$ cat config.mk
export PLATFORM = sky130hd
export DESIGN_NAME = multicycle_adder
export DESIGN_NICKNAME = d
export VERILOG_FILES = /design/src/rtl/multicycle_adder.sv
export SDC_FILE = /design/constraint.sdc
export NUM_CORES = 1
export LEC_CHECK = 0
export CAP_MARGIN = 0
export CORE_UTILIZATION = 30
export DETAILED_ROUTE_END_ITERATION = 8
export GPL_ROUTABILITY_DRIVEN = 0
export HOLD_SLACK_MARGIN = 0.06
export PLACE_DENSITY = 0.54
export SYNTH_ARGS = -nofsm -noshare
export SYNTH_HDL_FRONTEND = slang
export SYNTH_SLANG_ARGS = --single-unit
export TNS_END_PERCENT = 5
$ cat constraint.sdc
create_clock -name clk -period 3.75 [get_ports clk]
set_clock_uncertainty 0.15 [all_clocks]
set_input_delay 0.75 -clock clk [delete_from_list [all_inputs] [get_ports clk]]
set_output_delay 0.75 -clock clk [all_outputs]
set_load 0.05 [all_outputs]
$ cat src/rtl/multicycle_adder.sv
// multicycle_adder
//   Multi-cycle add/subtract unit. A WIDTH-bit operand pair is processed
//   CHUNK bits per clock through a CHUNK-long ripple chain of full adders.
//   The carry is registered between chunks, so the critical path does not
//   depend on WIDTH. In subtract mode, b is inverted and the borrow-in is
//   folded into the carry-in.
//
// Ports
//   clk, rst         rising-edge clock; synchronous active-high reset
//   in_valid/in_ready  operand handshake (a, b, cin, sub)
//   a, b             WIDTH-bit operands
//   cin              carry-in (add) / borrow-in (subtract)
//   sub              0: a+b+cin   1: a-b-cin
//   out_valid/out_ready result handshake (sum, cout, ovf)
//   sum              WIDTH-bit result, modulo 2^WIDTH
//   cout             raw carry out of the MSB (subtract: 1 = no borrow)
//   ovf              two's-complement signed overflow
module multicycle_adder #(
  parameter int unsigned WIDTH = 8,
  parameter int unsigned CHUNK = 2
) (
  input  logic             clk,
  input  logic             rst,
  input  logic             in_valid,
  output logic             in_ready,
  input  logic [WIDTH-1:0] a,
  input  logic [WIDTH-1:0] b,
  input  logic             cin,
  input  logic             sub,
  output logic             out_valid,
  input  logic             out_ready,
  output logic [WIDTH-1:0] sum,
  output logic             cout,
  output logic             ovf
);

  localparam int unsigned NCHUNK = WIDTH / CHUNK;
  localparam int unsigned IDXW   = (NCHUNK > 1) ? $clog2(NCHUNK) : 1;

  if (WIDTH < 1 || CHUNK < 1 || CHUNK > WIDTH || (WIDTH % CHUNK) != 0) begin : g_bad_params
    $error("multicycle_adder: need 1 <= CHUNK <= WIDTH and WIDTH %% CHUNK == 0");
  end

  typedef enum logic [1:0] {
    IDLE,
    CALC,
    DONE
  } state_e;

  state_e           state_q, state_d;
  logic [WIDTH-1:0] a_q, a_d;
  logic [WIDTH-1:0] b_q, b_d;
  logic             carry_q, carry_d;
  logic [IDXW-1:0]  idx_q, idx_d;
  logic [WIDTH-1:0] sum_q, sum_d;
  logic             cout_q, cout_d;
  logic             ovf_q, ovf_d;

  logic [CHUNK-1:0] a_chunk;
  logic [CHUNK-1:0] b_chunk;
  logic [CHUNK-1:0] s_chunk;
  logic             c_out;

  always_comb begin
    logic c;

    state_d = state_q;
    a_d     = a_q;
    b_d     = b_q;
    carry_d = carry_q;
    idx_d   = idx_q;
    sum_d   = sum_q;
    cout_d  = cout_q;
    ovf_d   = ovf_q;

    // Chunk mux built from constant part-selects compared against idx,
    // which keeps every select statically sized.
    a_chunk = '0;
    b_chunk = '0;
    for (int unsigned k = 0; k < NCHUNK; k++) begin
      if (idx_q == IDXW'(k)) begin
        a_chunk = a_q[k*CHUNK +: CHUNK];
        b_chunk = b_q[k*CHUNK +: CHUNK];
      end
    end

    // CHUNK-long ripple chain of full-adder cells.
    c       = carry_q;
    s_chunk = '0;
    for (int unsigned i = 0; i < CHUNK; i++) begin
      s_chunk[i] = a_chunk[i] ^ b_chunk[i] ^ c;
      c          = (a_chunk[i] & b_chunk[i]) | (c & (a_chunk[i] ^ b_chunk[i]));
    end
    c_out = c;

    case (state_q)
      IDLE: begin
        if (in_valid) begin
          a_d     = a;
          b_d     = b ^ {WIDTH{sub}};
          carry_d = cin ^ sub;
          idx_d   = '0;
          state_d = CALC;
        end
      end
      CALC: begin
        for (int unsigned k = 0; k < NCHUNK; k++) begin
          if (idx_q == IDXW'(k)) begin
            sum_d[k*CHUNK +: CHUNK] = s_chunk;
          end
        end
        carry_d = c_out;
        if (idx_q == IDXW'(NCHUNK - 1)) begin
          cout_d  = c_out;
          // s_chunk[CHUNK-1] is the final sum MSB on the last chunk.
          ovf_d   = (a_q[WIDTH-1] == b_q[WIDTH-1]) && (s_chunk[CHUNK-1] != a_q[WIDTH-1]);
          state_d = DONE;
        end else begin
          idx_d = idx_q + 1'b1;
        end
      end
      DONE: begin
        if (out_ready) begin
          state_d = IDLE;
        end
      end
      default: state_d = IDLE;
    endcase
  end

  always_ff @(posedge clk) begin
    if (rst) begin
      state_q <= IDLE;
      a_q     <= '0;
      b_q     <= '0;
      carry_q <= 1'b0;
      idx_q   <= '0;
      sum_q   <= '0;
      cout_q  <= 1'b0;
      ovf_q   <= 1'b0;
    end else begin
      state_q <= state_d;
      a_q     <= a_d;
      b_q     <= b_d;
      carry_q <= carry_d;
      idx_q   <= idx_d;
      sum_q   <= sum_d;
      cout_q  <= cout_d;
      ovf_q   <= ovf_d;
    end
  end

  assign in_ready  = (state_q == IDLE) && !rst;
  assign out_valid = (state_q == DONE) && !rst;
  assign sum       = sum_q;
  assign cout      = cout_q;
  assign ovf       = ovf_q;

endmodule

==> results.tsv, run 1 <==
stage	metric	value	unit
outcome	status	complete, no violations	
layout	diode count	0	
layout	NumNets Final	229	
clock_tree	total clock buffers created by CTS	5	
die	Die ar.	0.00522	mm^2
sta	slew margin rel.	62.4	%
clock_tree	CTS Buffer Depth	2	
synth	post-synthesis area per instance	8.56	um^2
placement	Placed Area	0.00186	mm^2
sta	worst slew pin tran	0.563	ns
routing	Routed WL	3.26	mm
synth	post-synthesis sequential area ratio	41.9	%
setup_path	Worst Setup Path Type	register to register	
routing	DR iter-0 viols	43	
setup_path	worst-path maximum fanout	9	
setup_path	CP Launch Type	register	
synth	Yosys top cell by area	dfxtp_1	
die	Die Width	72.2	um
sta	RSZ-0062 raised after global routing	no	
placement	Post-DP HPWL	2.32	mm
power	P_sw	0.220	mW
routing	Routed Antenna Nets	0	
global_routing	initial antenna violation count	0	
die	row cnt	25	
sta	Slew Viols, Final	0	
routing	Vias per Instance	4.57	
clock_tree	CTS tree	built	
routing	via count	1229	
clock_tree	CTS sink cnt	31	
setup_path	CP Data Required Time	3.80	ns
job	max cap viols	0	
power	share of power burned in registers	42.6	%
synth	Area contributors post-synth	dfxtp_1 42%, a211oi_1 8.6%, a21oi_1 6.1%	
die	Starting Density	31.3	%
synth	Ys Warns	0	
worst_hold_path	Worst Hold Class	register to register	
setup_path	Crit path arrival time	2.90	ns
power	P_int	0.633	mW
global_routing	total global routing overflow	0	
power	VDD IR max	154	uV
synth	Syn Std Cell Area	0.00148	mm^2
clock_tree	PostCTS Resize Cnt	0	
placement	Port Buf Inserts	33	
sta	Max Clk Rate	0.351	GHz
sta	Tcrit/Tclk final	76.0	%
sta	crit path time final	2.85	ns
die	Ports	34	
power	clock power share	39.7	%
layout	Final Instance Area	0.00197	mm^2
sta	final setup violation count	0	
sta	Hold Vio Cnt, Final	0	
routing	residual DRC count	0	
clock_tree	CTS H-tree depth	2	
synth	Synth Register Bits	31	
sta	post-route setup TNS	0	ns
synth	Syn Nets	201	
synth	post-synthesis cell count	173	
synth	Unique masters post-synth	31	
die	core area	0.00472	mm^2
clock_tree	clock root buffer	clkbuf_8	
clock_tree	Worst-Skew Late Latency	0.28	ns
synth	area share of the largest cell type after synthesis	41.9	%
routing	wire per inst	12.1	um
setup_path	Reg2Reg Setup Slack	0.90	ns
power	combinational share of power	17.7	%
power	P per Cell Area	433	mW/mm^2
layout	fillers	463	
layout	fraction of layout cells with a size suffix above 1	6.44	%
clock_tree	Clock transition at path regs	0.07	ns
global_routing	number of global-route vias before repair	1167	
setup_path	kind of end point of the critical path	register	
power	leak pwr	0.696	nW
power	Sw Share	25.8	%
global_routing	first-pass GRT wire length	5.69	mm
clock_tree	hold-fix buffers at CTS	0	
routing	first-pass iteration count of the detailed router	4	
global_routing	Global Route Usage Sum	14.5	%
global_routing	largest net degree at the start of global routing	34	
layout	Syn-to-layout area delta	33.3	%
clock_tree	setup bufs post-CTS	0	
die	DIE HEIGHT	72.2	um
-- worst max-delay path: stages, from the launching register on --
cell	delay [ns]
dfxtp_1	0.38
inv_1	0.10
ha_1	0.31
a21oi_1	0.19
a22oi_1	0.11
fa_1	0.42
fa_1	0.53
or3_1	0.33
a311oi_1	0.24
-- through the flow --
step / instances / total power [mW] / utilization [%] / worst slack [ns] / hold slack (ns)
3_3_place_gp: 261 / 0.522 / 39.3 / 0.994 / 0.299
4_1_cts: 269 / 0.863 / 41.8 / 0.889 / 0.310
3_5_place_dp: 261 / 0.524 / 39.3 / 0.902 / 0.301
6_report: 269 / 0.853 / 41.8 / 0.900 / 0.308
5_1_grt: 269 / 0.895 / 41.8 / 0.692 / 0.335
2_1_floorplan: 173 / 0.469 / - / 0.583 / 0.286
-- layer usage --
layer	GRT usage (%)	routed length (um)	up-vias
met5	0	0	-
met4	5.23	37	0
met3	4.17	113	4
met2	21.9	1440	25
met1	19.6	1670	553
li1	-	-	647
-- placed cells by master (no fill, tap or decap) --
cell	n
fa_1	2
a211oi_1	17
nor3b_2	1
inv_1	8
nor3_1	2
nor2_1	20
mux2i_1	1
clkbuf_8	6
o31ai_1	1
a221o_1	1
nand2_1	21
a22oi_1	4
ha_1	4
buf_12	2
nor3b_1	1
a21oi_1	18
dfxtp_1	31
buf_4	2
clkdlybuf4s50_1	31
nand2b_1	1
bufinv_16	1
nand3_1	1
xnor2_1	7
and3b_1	4
xor2_1	2
o21bai_1	1
or3_1	2
a311oi_1	1
o21ai_0	4
o32ai_1	1
nor2b_1	1
clkinv_2	1
or3b_1	2
-- state kept, by name, indices dropped and copies added, names as in the netlist --
signal   count
cout         1
sum          8
carry_q      1
state_q      2
idx_q        2
a_q          8
ovf          1
b_q          8
-- final timing paths --
kind	to	depth (start not counted)	startpoint
worst max register to register	ovf	8	idx_q[0]
worst min-delay path	a_q[5]	2	a_q[5]
worst max-delay path	ovf	8	idx_q[0]
worst min register to register	a_q[5]	2	a_q[5]
-- kinds of logic after synthesis --
family | Yosys count | share of synthesized area [%]
fa+ha+maj | 6 | 6.09
xor+xnor | 9 | 5.33
buf+inv | 22 | 7.02
flops | 31 | 41.9
mux | 1 | 0.676
simple gates | 56 | 18.0
compound gates | 48 | 21.0
-- cells in the mapped netlist --
master / n
or3b_1: 2
dfxtp_1: 31
o21bai_1: 1
clkbuf_1: 6
xnor2_1: 7
o32ai_1: 1
and3b_1: 4
o21ai_0: 4
nor3_1: 2
buf_6: 1
nor3b_1: 1
inv_1: 8
a22oi_1: 4
xor2_1: 2
buf_2: 5
nand2b_1: 1
nor3b_2: 1
a211oi_1: 17
or3_1: 2
fa_1: 2
a221o_1: 1
buf_4: 2
mux2i_1: 1
o31ai_1: 1
nor2b_1: 1
a311oi_1: 1
nand3_1: 1
ha_1: 4
nor2_1: 20
a21oi_1: 18
nand2_1: 21
-- power by group through the flow --
| stage | combinational [mW] | sequential [mW] | clock, mW |
|---|---|---|---|
| 2_1_floorplan | 0.0902 | 0.379 | 0 |
| 3_3_place_gp | 0.151 | 0.370 | 0 |
| 3_5_place_dp | 0.153 | 0.371 | 0 |
| 4_1_cts | 0.154 | 0.364 | 0.346 |
| 5_1_grt | 0.170 | 0.366 | 0.359 |
| 6_report | 0.151 | 0.364 | 0.339 |
-- layout make-up --
cell class / count / area [um^2] / share of cell area, %
inverters: 8 / 30.0 / 1.52
clock inverters: 2 / 35.0 / 1.78
multi-input cells: 120 / 756 / 38.3
clock buffers: 6 / 82.6 / 4.19
flip-flops and latches: 31 / 621 / 31.5
well taps: 67 / 83.8 / 4.25
repair buffers: 35 / 365 / 18.5
Note: power is estimated with default switching activity, not from simulation.
==> inputs of run 2 (changes only) <==
--- a/config.mk
+++ b/config.mk
@@ -10,7 +10,7 @@
 export DETAILED_ROUTE_END_ITERATION = 8
 export GPL_ROUTABILITY_DRIVEN = 0
 export HOLD_SLACK_MARGIN = 0.06
-export PLACE_DENSITY = 0.54
+export PLACE_DENSITY = 0.56
 export SYNTH_ARGS = -nofsm -noshare
 export SYNTH_HDL_FRONTEND = slang
 export SYNTH_SLANG_ARGS = --single-unit
==> constraint.sdc (replaced) <==
create_clock -name clk -period 2.4 [get_ports clk]
set_clock_uncertainty 0.15 [all_clocks]
set_input_delay 0.48 -clock clk [delete_from_list [all_inputs] [get_ports clk]]
set_output_delay 0.48 -clock clk [all_outputs]
set_load 0.05 [all_outputs]
==> results.tsv, run 2 (synthesized netlist as in run 1, its figures left out) <==
stage	metric	value	unit	change
sta	worst slew pin tran	0.501	ns	-0.0613 ns
global_routing	first-pass GRT wire length	5.53	mm	-2.8%
setup_path	kind of end point of the critical path	register		
worst_hold_path	Worst Hold Class	register to register		
layout	fin util	45.8	%	+4.0 points
worst_hold_path	Hold Path End	a_q[3]		
die	DIE HEIGHT	72.2	um	unchanged
routing	residual DRC count	0		unchanged
setup_path	Crit Reg-Reg Startpoint	idx_q[0]		
clock_tree	CTS sink cnt	31		unchanged
setup_path	CP Data Required Time	2.45	ns	-1.35 ns
job	max cap viols	0		unchanged
setup_path	CP Depth	9		+1
die	Ports	34		unchanged
placement	Inst Count DP	271		+3.8%
setup_path	Reg2Reg Setup Slack	-0.09	ns	-0.99 ns
setup_path	worst-path maximum fanout	7		-2
setup_path	Crit-path slowest cell	fa_1		
layout	Final Instance Area	0.00216	mm^2	+9.6%
worst_hold_path	hold path start	a_q[3]		
die	Die ar.	0.00522	mm^2	unchanged
routing	DR iter-0 viols	21		-51%
sta	Tcrit/Tclk final	104	%	+28 points
placement	Post-DP HPWL	2.27	mm	-2.2%
power	P per Cell Area	636	mW/mm^2	+47%
clock_tree	Worst-Skew Late Latency	0.28	ns	about the same
sta	slew margin rel.	66.5	%	+4.1 points
power	P_int	1.02	mW	+61%
routing	Vias per Instance	4.53		-0.77%
setup_path	reg2reg end	ovf		
worst_hold_path	Worst Hold Depth	2		unchanged
power	share of power burned in registers	41.4	%	-1.2 points
setup_path	Worst Reg-to-Reg Cells	9		+1
power	total power	1.38	mW	+61%
routing	Routed Antenna Nets	0		unchanged
die	Starting Density	31.3	%	unchanged
setup_path	Crit path max-delay family	adder cells		
outcome	violated checks	negative setup slack		
clock_tree	hold-fix buffers at CTS	0		unchanged
die	core area	0.00472	mm^2	unchanged
setup_path	Cell Chain, Critical Path	inv_4 > ha_4 > a21oi_2 > o21ai_1 > a22oi_1 > fa_2 > fa_1 > or3_1 > a311oi_1		
sta	Hold Vio Cnt, Final	0		unchanged
sta	RSZ-0062 raised after global routing	yes		
power	VDD IR max	236	uV	+53%
clock_tree	Clock transition at path regs	0.07	ns	about the same
sta	PnR worst setup slack	-0.0935	ns	-0.993 ns
clock_tree	CTS Buffer Depth	2		unchanged
global_routing	number of global-route vias before repair	1199		+2.7%
setup_path	Crit path arrival time	2.54	ns	-0.36 ns
clock_tree	CTS H-tree depth	2		unchanged
sta	post-route setup TNS	-0.0935	ns	-0.0935 ns
setup_path	CP Launch Type	register		
setup_path	Worst Setup Path Type	register to register		
placement	Place WS	-0.237	ns	-1.14 ns
power	clock power share	38.2	%	-1.5 points
die	row cnt	25		unchanged
power	Sw Share	26.0	%	+0.23 points
power	leak pwr	0.768	nW	+10%
setup_path	WP buf/inv	1		unchanged
layout	NumNets Final	241		+5.2%
placement	Port Buf Inserts	33		unchanged
die	Die Width	72.2	um	unchanged
sta	final setup violation count	1		+1
power	P_sw	0.358	mW	+63%
global_routing	initial antenna violation count	0		unchanged
routing	Routed WL	3.28	mm	+0.40%
setup_path	Worst path max stage delay	0.42	ns	-0.11 ns
sta	Slew Viols, Final	0		unchanged
routing	first-pass iteration count of the detailed router	4		unchanged
clock_tree	CTS tree	built		
global_routing	total global routing overflow	0		unchanged
routing	wire per inst	11.7	um	-3.9%
layout	fin cells	281		+4.5%
layout	Syn-to-layout area delta	46.1	%	
sta	crit path time final	2.49	ns	-0.357 ns
sta	Max Clk Rate	0.401	GHz	+14%
sta	WHS	0.311	ns	+0.00284 ns
outcome	status	finished with violations		
layout	diode count	0		unchanged
layout	fraction of layout cells with a size suffix above 1	21.0	%	+15 points
placement	Placed Area	0.00196	mm^2	+5.4%
layout	most common cell after layout, fill and taps aside	clkdlybuf4s50_1		
global_routing	largest net degree at the start of global routing	33		-2.9%
layout	most frequent cells in the layout	31 x clkdlybuf4s50_1, 29 x dfxtp_1, 20 x nor2_1		
power	combinational share of power	20.4	%	+2.7 points
clock_tree	clock root buffer	clkbuf_8		
clock_tree	total clock buffers created by CTS	5		unchanged
global_routing	Global Route Usage Sum	14.0	%	-0.46 points
routing	via count	1274		+3.7%
run 2: cell types whose count changed in the layout (fill, tap and decap cells not counted), moves of 3 or more:
cell / before / now
ha_1: 4 / 0
a21oi_2: 0 / 4
o21ai_0: 4 / 1
a21oi_1: 18 / 14
buf_4: 2 / 14
ha_4: 0 / 3
run 2: metal layers:
layer  track usage (%)  routed length, um  part of all wire, %  vias up
li1                  -                  -                    -      676
met1              18.5               1600                   49      562
met2              20.9               1470                   45       29
met3              3.47                123                  3.8        7
met4              7.84                 80                  2.4        0
met5                 0                  0                    0        -
run 2: how the worst max path moves through the flow:
stage,from,end,slack [ns]
global route,idx_q[0],ovf,-0.20
floorplan,idx_q[1],ovf,-0.22
finish,idx_q[0],ovf,-0.09
CTS,idx_q[1],ovf,-0.06
detailed placement,idx_q[0],ovf,-0.24
global placement,idx_q[0],ovf,-0.17
run 2: what timing repair did:
action | 4_1_cts | 5_1_grt
pin swaps | 11 | 1
cloned | 0 | 0
endpoints found under the setup margin | 6 | 3
gates resized for setup | 15 | 4
buffers inserted | 2 | 0
run 2: cell type report:
type	count	area, um^2
Tap cell	67	83.8
Timing Repair Buffer	47	455
Clock buffer	6	82.6
Multi-Input combinational cell	120	842
Clock inverter	2	35.0
Fill cell	472	2560
Sequential cell	31	628
Inverter	8	35.0
run 2: tightest hold or removal path, stage by stage (launching register included):
cell and delay [ns]:
dfxtp_1 0.31, nand2_1 0.05, a21oi_1 0.05
run 2: power groups by stage:
| stage | clock network [mW] | registers, mW | logic, mW |
|---|---|---|---|
| floorplan | 0 | 0.593 | 0.151 |
| detailed placement | 0 | 0.579 | 0.264 |
| CTS | 0.543 | 0.569 | 0.278 |
| global placement | 0 | 0.579 | 0.263 |
| global route | 0.561 | 0.573 | 0.310 |
| finish | 0.526 | 0.569 | 0.281 |
==> inputs of run 3 (changes only) <==
--- a/config.mk
+++ b/config.mk
@@ -14,4 +14,3 @@
 export SYNTH_ARGS = -nofsm -noshare
 export SYNTH_HDL_FRONTEND = slang
 export SYNTH_SLANG_ARGS = --single-unit
-export TNS_END_PERCENT = 5
==> results.tsv, run 3 (synthesized netlist as in run 1, its figures left out) <==
stage	metric	value	unit	change
global_routing	total global routing overflow	0		unchanged
routing	met1 wire length	1.63	mm	+2.1%
worst_hold_path	Worst Hold Class	register to register		
power	P_int	0.943	mW	-7.3%
power	clock power share	34.8	%	-3.4 points
setup_path	CP Data Required Time	2.45	ns	about the same
routing	DR iter-0 viols	41		+95%
layout	most common cell after layout, fill and taps aside	clkdlybuf4s50_1		
sta	Hold Vio Cnt, Final	0		unchanged
power	combinational share of power	21.4	%	+1.0 points
setup_path	reg2reg end	ovf		
die	Ports	34		unchanged
routing	Routed WL	3.31	mm	+0.92%
setup_path	Reg2Reg Setup Slack	-0.05	ns	+0.05 ns
routing	WL met3	176	um	+43%
sta	Slew Viols, Final	0		unchanged
sta	RSZ-0062 raised after global routing	yes		
layout	Syn-to-layout area delta	44.8	%	
clock_tree	CTS sink cnt	31		unchanged
power	share of power burned in registers	43.8	%	+2.4 points
worst_hold_path	Hold Path End	a_q[3]		
setup_path	CP Launch Type	register		
setup_path	Crit path arrival time	2.50	ns	-0.04 ns
layout	NumNets Final	239		-0.83%
clock_tree	CTS Buffer Depth	2		unchanged
routing	Routed Antenna Nets	0		unchanged
sta	crit path time final	2.45	ns	-0.0452 ns
die	row cnt	25		unchanged
routing	Vias per Instance	4.54		+0.24%
placement	Port Buf Inserts	33		unchanged
worst_hold_path	Worst Hold Depth	2		unchanged
clock_tree	clock root buffer	clkbuf_8		
sta	WHS	0.315	ns	+0.00444 ns
power	Sw Share	27.5	%	+1.5 points
setup_path	Worst Reg-to-Reg Cells	8		-1
sta	worst slew pin tran	0.499	ns	-0.00264 ns
placement	Post-DP HPWL	2.31	mm	+1.5%
sta	Max Clk Rate	0.408	GHz	+1.8%
routing	residual DRC count	0		unchanged
die	Die Width	72.2	um	unchanged
placement	Place WS	-0.243	ns	-0.00590 ns
sta	final setup violation count	1		unchanged
sta	Tcrit/Tclk final	102	%	-1.9 points
routing	first-pass iteration count of the detailed router	4		unchanged
setup_path	Crit Reg-Reg Startpoint	idx_q[0]		
clock_tree	Worst-Skew Late Latency	0.28	ns	about the same
routing	met2 WL post-DR	1.44	mm	-1.8%
clock_tree	CTS tree	built		
power	leak pwr	0.753	nW	-2.0%
die	Die ar.	0.00522	mm^2	unchanged
setup_path	Worst Setup Path Type	register to register		
die	DIE HEIGHT	72.2	um	unchanged
die	Starting Density	31.3	%	unchanged
layout	most frequent cells in the layout	31 x clkdlybuf4s50_1, 29 x dfxtp_1, 20 x nand2_1, 20 x nor2_1, 17 x a211oi_1		
routing	top layer in use	met4		
global_routing	number of global-route vias before repair	1204		+0.42%
layout	fin cells	279		-0.71%
layout	fillers	481		+1.9%
sta	slew margin rel.	66.6	%	+0.18 points
clock_tree	hold-fix buffers at CTS	0		unchanged
global_routing	first-pass GRT wire length	5.70	mm	+3.0%
layout	register area	628	um^2	unchanged
layout	diode count	0		unchanged
job	max cap viols	0		unchanged
worst_hold_path	hold path start	a_q[3]		
power	VDD IR max	194	uV	-18%
outcome	status	finished with violations		
clock_tree	Clock transition at path regs	0.06	ns	about the same
sta	PnR worst setup slack	-0.0483	ns	+0.0452 ns
setup_path	kind of end point of the critical path	register		
global_routing	initial antenna violation count	0		unchanged
clock_tree	CTS H-tree depth	2		unchanged
routing	via count	1268		-0.47%
power	P per Cell Area	607	mW/mm^2	-4.5%
die	core area	0.00472	mm^2	unchanged
clock_tree	total clock buffers created by CTS	5		unchanged
global_routing	largest net degree at the start of global routing	34		+3.0%
layout	area of the multi-input gates	856	um^2	+1.6%
routing	wire per inst	11.8	um	+1.6%
outcome	violated checks	negative setup slack		
global_routing	Global Route Usage Sum	14.4	%	+0.39 points
setup_path	worst-path maximum fanout	8		+1
placement	Inst Count DP	268		-1.1%
layout	fraction of layout cells with a size suffix above 1	20.3	%	-0.75 points
power	P_sw	0.359	mW	+0.12%
## run 3: cell types whose count changed in the layout (fill, tap and decap cells not counted), moves of 2 or more
cell	previous run	this run
a211oi_1	15	17
a211oi_2	2	0
a22oi_1	3	1
a22oi_2	1	3
buf_4	14	12
## run 3: area by class of cell
| type | count | area share (%) |
|---|---|---|
| tap | 67 | 3.91 |
| multi-input combinational | 120 | 39.9 |
| inverter | 8 | 1.63 |
| clock buffer | 8 | 4.67 |
| timing repair buffer | 45 | 20.5 |
| sequential | 31 | 29.3 |
## run 3: power by group through the flow
| stage | combinational, mW | sequential, mW | clock (mW) |
|---|---|---|---|
| after CTS | 0.280 | 0.569 | 0.464 |
| after floorplan | 0.151 | 0.593 | 0 |
| final | 0.279 | 0.570 | 0.453 |
| after detailed placement | 0.258 | 0.579 | 0 |
| after global routing | 0.307 | 0.575 | 0.488 |
| after global placement | 0.256 | 0.579 | 0 |
## run 3: critical path, stage by stage, from the launching register on
cell and delay [ns]:
dfxtp_4 0.39, inv_4 0.06, ha_4 0.20, a21oi_2 0.14, a22oi_2 0.08, fa_2 0.36, fa_1 0.44, or3_1 0.31
a311oi_1 0.23
## run 3: through the flow
step                utilization (%)  area, um^2  setup TNS [ns]  power, mW
global route                   45.4        2140          -0.161       1.37
global placement               41.0        1940          -0.200      0.835
finish                         45.4        2140         -0.0483       1.30
floorplan                         -        1530          -0.220      0.744
detailed placement             41.0        1940          -0.312      0.837
CTS                            45.2        2140         -0.0461       1.31
## run 3: per-layer routing
layer | GRT usage [%] | up-vias
li1 | - | 671
met1 | 18.7 | 563
met2 | 22.1 | 29
met3 | 4.72 | 5
met4 | 5.88 | 0
met5 | 0 | -
## run 3: worst max path at each step
stage | slack, ns | start | cells after the start | end
after floorplan | -0.22 | idx_q[1] | 10 | ovf
after global routing | -0.16 | idx_q[0] | 9 | ovf
after CTS | -0.05 | idx_q[1] | 9 | ovf
final | -0.05 | idx_q[0] | 8 | ovf
after global placement | -0.20 | idx_q[0] | 9 | ovf
after detailed placement | -0.24 | idx_q[0] | 9 | ovf
## run 3: repair_timing
| item | CTS | global route |
|---|---|---|
| endpoints found under the setup margin | 6 | 1 |
| buffers inserted | 3 | 0 |
| gates resized for setup | 19 | 1 |
| pin swaps | 10 | 2 |
